--- config.mk ---
export PLATFORM = sky130hd
export DESIGN_NAME = vga_fill_engine
export DESIGN_NICKNAME = d
export VERILOG_FILES = /design/src/rtl/vga_fill_engine.sv
export SDC_FILE = /design/constraint.sdc
export NUM_CORES = 1
export LEC_CHECK = 0
export ABC_CLOCK_PERIOD_IN_PS = 6000
export BUFFER_PORTS_ARGS = -buffer_cell sky130_fd_sc_hd__buf_2
export CAP_MARGIN = 20
export CORE_MARGIN = 2
export CORE_UTILIZATION = 45
export CTS_CLUSTER_SIZE = 20
export DETAILED_ROUTE_END_ITERATION = 8
export GPL_TIMING_DRIVEN = 0
export MAX_ROUTING_LAYER = met4
export PLACE_DENSITY = 0.68
export SYNTH_ARGS = -nofsm -noshare
export SYNTH_HDL_FRONTEND = slang
export SYNTH_SLANG_ARGS = --single-unit
--- constraint.sdc ---
create_clock -name clk -period 6 [get_ports clk]
set_clock_uncertainty 0.1 [all_clocks]
set_input_delay 0.3 -clock clk [delete_from_list [all_inputs] [get_ports clk]]
set_output_delay 0.3 -clock clk [all_outputs]
set_load 0.02 [all_outputs]
--- src/rtl/vga_fill_engine.sv ---
// Rectangle-fill and single-pixel write engine feeding the VGA image-RAM write port.
// Optional clipping to the visible area is enabled by defining VGA_FILL_CLIP_EN.
module vga_fill_engine #(
  parameter int unsigned COL_BITS = 11,
  parameter int unsigned ROW_BITS = 3,
  parameter int unsigned COLS     = 640,
  parameter int unsigned ROWS     = 8
) (
  input  logic        clk,
  input  logic        reset_n,
  input  logic        wEn,
  input  logic [1:0]  addr,
  input  logic [31:0] dataIn,
  output logic [31:0] dataOut,
  output logic        done,
  output logic [31:0] image_word
);

  typedef enum logic [1:0] {StIdle, StFill, StDone} state_e;

  state_e              state;
  logic [ROW_BITS-1:0] orow;
  logic [COL_BITS-1:0] ocol;
  logic [COL_BITS:0]   w, c;
  logic [ROW_BITS:0]   h, r;
  logic [7:0]          colour;
  logic                err;

  logic wr_origin, wr_size, wr_ctrl, wr_pixel;
  logic ctrl_start, ctrl_abort, err_clr;

  assign wr_origin  = wEn && (addr == 2'd0);
  assign wr_size    = wEn && (addr == 2'd1);
  assign wr_ctrl    = wEn && (addr == 2'd2);
  assign wr_pixel   = wEn && (addr == 2'd3);
  assign ctrl_start = wr_ctrl && dataIn[8];
  assign ctrl_abort = wr_ctrl && dataIn[9];
  assign err_clr    = wr_ctrl && dataIn[10];

  assign dataOut = {30'b0, err, state == StFill};

  logic                last_col, last_pix;
  logic [COL_BITS:0]   nxt_c, pos_c, col_sum;
  logic [ROW_BITS:0]   nxt_r, pos_r, row_sum;
  logic [7:0]          pix_colour;
  logic [31:0]         fill_word, pixel_word;

  assign last_col = (c == w - 1'b1);
  assign last_pix = last_col && (r == h - 1'b1);
  assign nxt_c    = last_col ? '0 : c + 1'b1;
  assign nxt_r    = last_col ? r + 1'b1 : r;

  // Packed pixel format: idx and addr share dataIn[14], so the image address bit 14 follows it.
  assign pixel_word = {8'h00, 1'b1, dataIn[21:14], dataIn[14:0]};

  // Word for the next fill position; on a start it is the origin itself with the new colour.
  always_comb begin
    pos_c      = '0;
    pos_r      = '0;
    pix_colour = dataIn[7:0];
    if (state == StFill) begin
      pos_c      = nxt_c;
      pos_r      = nxt_r;
      pix_colour = colour;
    end
    col_sum   = {1'b0, ocol} + pos_c;
    row_sum   = {1'b0, orow} + pos_r;
    fill_word = {8'h00, 1'b1, pix_colour, 1'b0, row_sum[ROW_BITS-1:0], col_sum[COL_BITS-1:0]};
`ifdef VGA_FILL_CLIP_EN
    if ((32'(col_sum) >= COLS) || (32'(row_sum) >= ROWS)) begin
      fill_word = '0;
    end
`endif
  end

`ifndef VGA_FILL_CLIP_EN
  logic unused_clip;
  assign unused_clip = ^{col_sum[COL_BITS], row_sum[ROW_BITS], 32'(COLS), 32'(ROWS)};
`endif

  logic unused_data;
  assign unused_data = ^dataIn[31:22];

  always_ff @(posedge clk or negedge reset_n) begin
    if (!reset_n) begin
      state      <= StIdle;
      orow       <= '0;
      ocol       <= '0;
      w          <= '0;
      h          <= '0;
      c          <= '0;
      r          <= '0;
      colour     <= '0;
      err        <= 1'b0;
      done       <= 1'b0;
      image_word <= '0;
    end else begin
      image_word <= '0;
      done       <= 1'b0;
      case (state)
        StFill: begin
          if (wr_origin || wr_size || wr_pixel || (ctrl_start && !ctrl_abort)) begin
            err <= 1'b1;
          end
          if (ctrl_abort || last_pix) begin
            state <= StDone;
            done  <= 1'b1;
          end else begin
            c          <= nxt_c;
            r          <= nxt_r;
            image_word <= fill_word;
          end
        end
        default: begin
          // The one-cycle DONE state accepts CPU writes exactly like IDLE.
          state <= StIdle;
          if (wr_origin) begin
            orow <= dataIn[16 +: ROW_BITS];
            ocol <= dataIn[COL_BITS-1:0];
          end
          if (wr_size) begin
            w <= dataIn[COL_BITS:0];
            h <= dataIn[16 +: ROW_BITS+1];
          end
          if (wr_pixel) begin
            image_word <= pixel_word;
          end else if (ctrl_start) begin
            colour <= dataIn[7:0];
            c      <= '0;
            r      <= '0;
            if ((w != '0) && (h != '0)) begin
              state      <= StFill;
              image_word <= fill_word;
            end
          end
        end
      endcase
      if (err_clr) begin
        err <= 1'b0;
      end
    end
  end

endmodule
==> out/summary.txt, run 1 <==
Status: complete, no violations
Vias per cell: 5.069
Die Area: 11330 um2
Register area share after synthesis: 0.4347
Buf/Inv on CP: 2
Number of synthesized flops with an enable pin: 0
Placer Congestion: 0.8911
Resized Gates After CTS: 0
Fin worst setup slack: 754.8 ps
Final Net Count: 596
Post-DP HPWL: 7917 um
PD cells: 356.1 nW/um2
Die width: 106.4 um
Vias: 3457
Die Ht: 106.4 um
Total Neg Setup Slack: 0 ps
Netlist cell types: 57
Initial Util: 0.4593
Final Cell Area: 5529 um2
Worst-Skew Late Latency: 360 ps
Crit share post-route: 0.8742
Final setup fails: 0
Worst Tran Pin Value: 977.0 ps
Startpoint Class: flip-flop
Slew Limit Fails: 0
Leak: 2.684 nW
Relative slew slack: 0.3463
Top Family by Delay on Critical Path: compound AO/OA/AOI/OAI gates
Wire per inst: 15.30 um
Tightest Hold Check Type: input port to flip-flop
Initial antenna violation count: 0
Pre-CTS setup slack: 836.7 ps
# diodes: 0
Share of post-route cells with drive strength above 1: 0.3132
Worst setup EP type: flip-flop
FMAX: 0.1907 GHz
Row count: 37
Avg Synthesized Cell Area: 10.80 um2
Hold Vio Cnt, Final: 0
Core area: 10280 um2
Kind of critical path: flip-flop to flip-flop
Yosys warnings: 0
Routed wire length on met3: 699 um
#FFs+latches synth: 82
Residual DRC: 0
Largest net degree at the start of global routing: 58
GRT Total Usage: 0.2007
ANT nets after route: 0
Crit-path cells: inv_1, ha_1, nor4b_2, o211ai_1, o211ai_1, o21ai_1, o21ai_0, clkbuf_1, nor2_1, ha_1, fa_1, a21o_1, a21oi_1, nor2b_1, o21a_1, nor4_1, o41ai_1, xor2_1, o21ai_0
Commonest non-fill, non-tap cell in the layout: dfrtp_1
Fraction of registers with async set/reset: 1.000
Dominant synthesized flop cell: dfrtp_1
Cell area after synthesis: 4721 um2
Arr. time, crit path: 5420 ps
Critical Path RT: 6180 ps
Min cycle time layout: 5245 ps
PortBufs: 53
CTS H-Tree Depth: 3
1st-iter DRT viols: 214
Clock Pin Slew Worst Setup and Hold Paths: 100 ps
Number of global-route vias before repair: 3317
TritonCTS clock tree: built
Root Driver: clkbuf_8
Detailed Route WL: 10430 um
RSZ-0062 raised after global routing: no
M1 WL: 4543 um
Post-synthesis cell count: 437
First-pass GRT wire length: 17150 um
Maximum clock insertion buffer count: 2
DP Area: 5330 um2
Met2 WL: 5063 um
Remaining global-route overflow: 0
Max_cap viols: 0
CP peak stage delay: 480 ps
Num CTS Buffers: 9
Sink Count: 82
Max IR drop VDD: 0.2071 mV
DRT Pass-1 Iters: 7
Critical path peak fanout: 10
Core Util, Final: 0.5380
Most frequent cells in the layout: dfrtp_1, buf_2, mux2_2
Layout area overhead: 17.12%
Top layer in use: met4
CP max stage cell: nor4b_2
I/O pin total: 102
## logic make-up (layout without fill, tap and decap cells)
logic type,after synthesis,in the layout,synth area share
buffers and inverters,69,141,0.08826
other,1,38,0.0007944
DFF,82,82,0.4347
xor gates and xnor gates,42,42,0.07792
adders and majority gates,18,18,0.05089
AOI/OAI and AO/OA,63,63,0.09621
and+or+nand+nor,109,109,0.1240
muxes,53,53,0.1272
## sequential cells by signal, indices dropped and copies added, names as in the netlist, 2 cells and up
signal / cells
c: 12
state: 2
ocol: 11
orow: 3
w: 12
h: 4
image_word: 24
colour: 8
r: 4
## cell type report
cell class / instances / area [um2]
tap: 136 / 170.2
timing repair buffer: 56 / 310.3
clock inverter: 7 / 65.06
fill: 964 / 4748
clock buffer: 9 / 123.9
multi-input combinational: 323 / 2391
buffer: 53 / 356.6
sequential: 82 / 2052
inverter: 16 / 60.06
## power breakdown
part	switching, W	leakage [nW]	internal, W	total, W
combinational	0.000411	1.55	0.000343	0.000754
sequential	0.000117	1.04	0.000707	0.000824
clock	0.000229	0.0951	0.000162	0.000391
total	0.000757	2.68	0.00121	0.00197
## per-stage QoR
| step | instances | power (W) | hold WS (ps) |
|---|---|---|---|
| after global placement | 663 | 0.001555 | 383.0 |
| after CTS | 682 | 0.001982 | 45.26 |
| final | 682 | 0.001969 | 58.86 |
| after global routing | 682 | 0.002106 | 51.88 |
| after floorplan | 474 | 0.001377 | -95.59 |
| after detailed placement | 665 | 0.001587 | 137.1 |
## synthesized netlist by cell type, types with 4 or more instances
library cell,number,share of area
clkbuf_1,11,0.0087
inv_1,16,0.013
nand2_1,24,0.019
a22o_1,4,0.0074
xor2_1,21,0.039
nor2b_1,5,0.0066
nand3_1,12,0.013
dfrtp_1,82,0.43
buf_4,40,0.064
o21ai_0,14,0.015
nor3_1,7,0.0074
xnor2_1,21,0.039
nor2_1,31,0.025
ha_1,16,0.042
a21o_1,4,0.0064
a21oi_1,9,0.0095
mux2_2,48,0.11
a31oi_1,4,0.0053
a222oi_1,7,0.015
## final timing paths
check                                   from                  endpoint  slack, ps  depth (start not counted)
min                               dataIn[14]  image_word[14]$_DFF_PN0_         60                          2
min reg2reg                c[11]$_DFFE_PN0P_         c[11]$_DFFE_PN0P_        400                          1
max                         w[0]$_DFFE_PN0P_  image_word[10]$_DFF_PN0_        750                         19
max reg2reg                 w[0]$_DFFE_PN0P_  image_word[10]$_DFF_PN0_        750                         19
max in group asynchronous            reset_n          c[1]$_DFFE_PN0P_       4920                          3
min in group asynchronous            reset_n   image_word[7]$_DFF_PN0_        280                          2
## per-layer routing
layer | global-route usage | up-vias
met5 | - | -
met4 | 0.05751 | 0
met2 | 0.3155 | 109
met1 | 0.2672 | 1666
li1 | - | 1672
met3 | 0.03801 | 10
## what timing repair did
item	CTS	global route
hold endpoints to repair	25	0
hold buffers	1	0
setup buffers	0	0
(Power assumes the default switching activity.)
==> run 2, diff against run 1 <==
--- a/config.mk
+++ b/config.mk
@@ -15,6 +15,7 @@
 export GPL_TIMING_DRIVEN = 0
 export MAX_ROUTING_LAYER = met4
 export PLACE_DENSITY = 0.68
+export RECOVER_POWER = 50
 export SYNTH_ARGS = -nofsm -noshare
 export SYNTH_HDL_FRONTEND = slang
 export SYNTH_SLANG_ARGS = --single-unit
==> run 2 against run 1 <==
  * The flow now finishes with violations (max-capacitance violations, max-slew violations)
  * Final cell count stayed put
  * Utilization down 0.43 points
  * Clock-buffer cell count is the same
  * Setup slack better by 11 ps
  * Largest cell class unchanged
  * Largest power group unchanged
==> out/summary.txt, run 2 (synthesis gave the netlist of run 1 again) <==
Final Net Count: 596 (unchanged)
Clock Pin Slew Worst Setup and Hold Paths: 100 ps (about the same)
Leak: 2.620 nW (-2.4%)
Die Area: 11330 um2 (unchanged)
Row count: 37 (unchanged)
Grt met1 use: 0.2672 (unchanged)
Root Driver: clkbuf_8
Startpoint Class: flip-flop
Max_cap viols: 1 (+1)
Max reg flops: 24 (unchanged)
Wire per inst: 15.33 um (+0.20%)
DRT Pass-1 Iters: 4 (-3)
Num CTS Buffers: 9 (unchanged)
PD cells: 358.1 nW/um2 (+0.58%)
PortBufs: 53 (unchanged)
Max IR drop VDD: 0.2075 mV (+0.20%)
Pre-CTS setup slack: 836.7 ps (unchanged)
Min cycle time layout: 5234 ps (-11.44 ps)
Number of global-route vias before repair: 3317 (unchanged)
Most frequent cells in the layout: dfrtp_1, mux2_2, buf_4, buf_2, conb_1
Initial antenna violation count: 0 (unchanged)
Registers with the most flip-flops: image_word (24), c (12), w (12)
Relative slew slack: -1.033 (-1.379)
Final setup fails: 0 (unchanged)
Hold Vio Cnt, Final: 0 (unchanged)
Share of post-route cells with drive strength above 1: 0.2857 (-0.02747)
Kind of critical path: flip-flop to flip-flop
Worst reg-to-reg setup slack: 770 ps (about the same)
Crit share post-route: 0.8723 (-0.001906)
Remaining global-route overflow: 0 (unchanged)
Tightest Hold Check Type: input port to flip-flop
Met3 usage: 0.03801 (unchanged)
Vias per cell: 5.078 (+0.17%)
Post-DP HPWL: 7917 um (unchanged)
Worst Tran Pin Value: 3049 ps (+2072 ps)
Fin worst setup slack: 766.2 ps (+11.44 ps)
Met2 global-route usage: 0.3155 (unchanged)
Biggest register: image_word
1st-iter DRT viols: 189 (-12%)
Largest net degree at the start of global routing: 58 (unchanged)
Status: finished with violations
Commonest non-fill, non-tap cell in the layout: dfrtp_1
Failing checks: max-capacitance violations, max-slew violations
Core area: 10280 um2 (unchanged)
Die Ht: 106.4 um (unchanged)
Die width: 106.4 um (unchanged)
Detailed Route WL: 10460 um (+0.20%)
Initial Util: 0.4593 (unchanged)
Critical path peak fanout: 10 (unchanged)
Placer Congestion: 0.8911 (unchanged)
TritonCTS clock tree: built
Final non-filler cell total: 682 (unchanged)
Total Neg Setup Slack: 0 ps (unchanged)
Critical Path RT: 6190 ps (about the same)
GR peak layer: met2
Worst-Skew Late Latency: 370 ps (about the same)
RSZ-0062 raised after global routing: no
Sink Count: 82 (unchanged)
Resized Gates After CTS: 0 (unchanged)
ANT nets after route: 0 (unchanged)
CTS H-Tree Depth: 3 (unchanged)
I/O pin total: 102 (unchanged)
Setup repair bufs after CTS: 0 (unchanged)
Arr. time, crit path: 5420 ps (about the same)
Slew Limit Fails: 58 (+58)
FMAX: 0.1911 GHz (+0.22%)
Layout area overhead: 16.19%
Worst setup EP type: flip-flop
Vias: 3463 (+0.17%)
Maximum clock insertion buffer count: 2 (unchanged)
First-pass GRT wire length: 17150 um (unchanged)
Placed Cells incl. Taps: 665 (unchanged)
# diodes: 0 (unchanged)
GRT Total Usage: 0.2007 (unchanged)
Residual DRC: 0 (unchanged)
==> run 2: worst paths after layout <==
| check | end | depth (start not counted) | from |
|---|---|---|---|
| max | image_word[10]$_DFF_PN0_ | 19 | w[0]$_DFFE_PN0P_ |
| min | image_word[14]$_DFF_PN0_ | 2 | dataIn[14] |
| max reg2reg | image_word[10]$_DFF_PN0_ | 19 | w[0]$_DFFE_PN0P_ |
| min reg2reg | c[11]$_DFFE_PN0P_ | 1 | c[11]$_DFFE_PN0P_ |
| max in group asynchronous | c[2]$_DFFE_PN0P_ | 3 | reset_n |
| min in group asynchronous | image_word[7]$_DFF_PN0_ | 2 | reset_n |
==> run 2: cell type report <==
type	count	area (um2)
Timing Repair Buffer	56	266.5
Clock buffer	9	123.9
Sequential cell	82	2052
Inverter	16	60.06
Tap cell	136	170.2
Clock inverter	7	65.06
Fill cell	969	4792
Multi-Input combinational cell	323	2391
Buffer	53	356.6
==> run 2: metrics by stage <==
stage	total power, W	hold slack [ps]	utilization	area (um2)
2_1_floorplan	0.001377	-95.59	-	4860
3_3_place_gp	0.001555	383.0	0.5152	5295
3_5_place_dp	0.001587	137.1	0.5186	5330
4_1_cts	0.001982	45.26	0.5380	5529
5_1_grt	0.002098	51.88	0.5337	5485
6_report	0.001965	48.95	0.5337	5485
==> run 2: critical path, stage by stage (launching register included) <==
cell      delay (ps)
dfrtp_1          470
inv_1             90
ha_1             250
nor4b_2          480
o211ai_1         170
o211ai_1         310
o21ai_1          140
o21ai_0          330
clkbuf_1         410
nor2_1           140
ha_1             240
fa_1             410
a21o_1           200
a21oi_1          230
nor2b_1           90
o21a_1           190
nor4_1           350
o41ai_1          190
xor2_1           180
o21ai_0          180
==> run 2: per-layer routing <==
layer | up-vias | share of wire
li1 | 1677 | -
met1 | 1670 | 0.44
met2 | 105 | 0.48
met3 | 11 | 0.064
met4 | 0 | 0.015
met5 | - | 0
==> run 2: repair_timing <==
item / CTS / global route
hold endpoints to repair: 25 / 0
hold buffers: 1 / 0
setup endpoints to repair: 0 / 0
==> run 2: report_power, final <==
group          internal (W)  switching (W)
Combinational      0.000334       0.000412
Clock              0.000162       0.000233
Sequential         0.000707       0.000118
Total               0.00120       0.000762
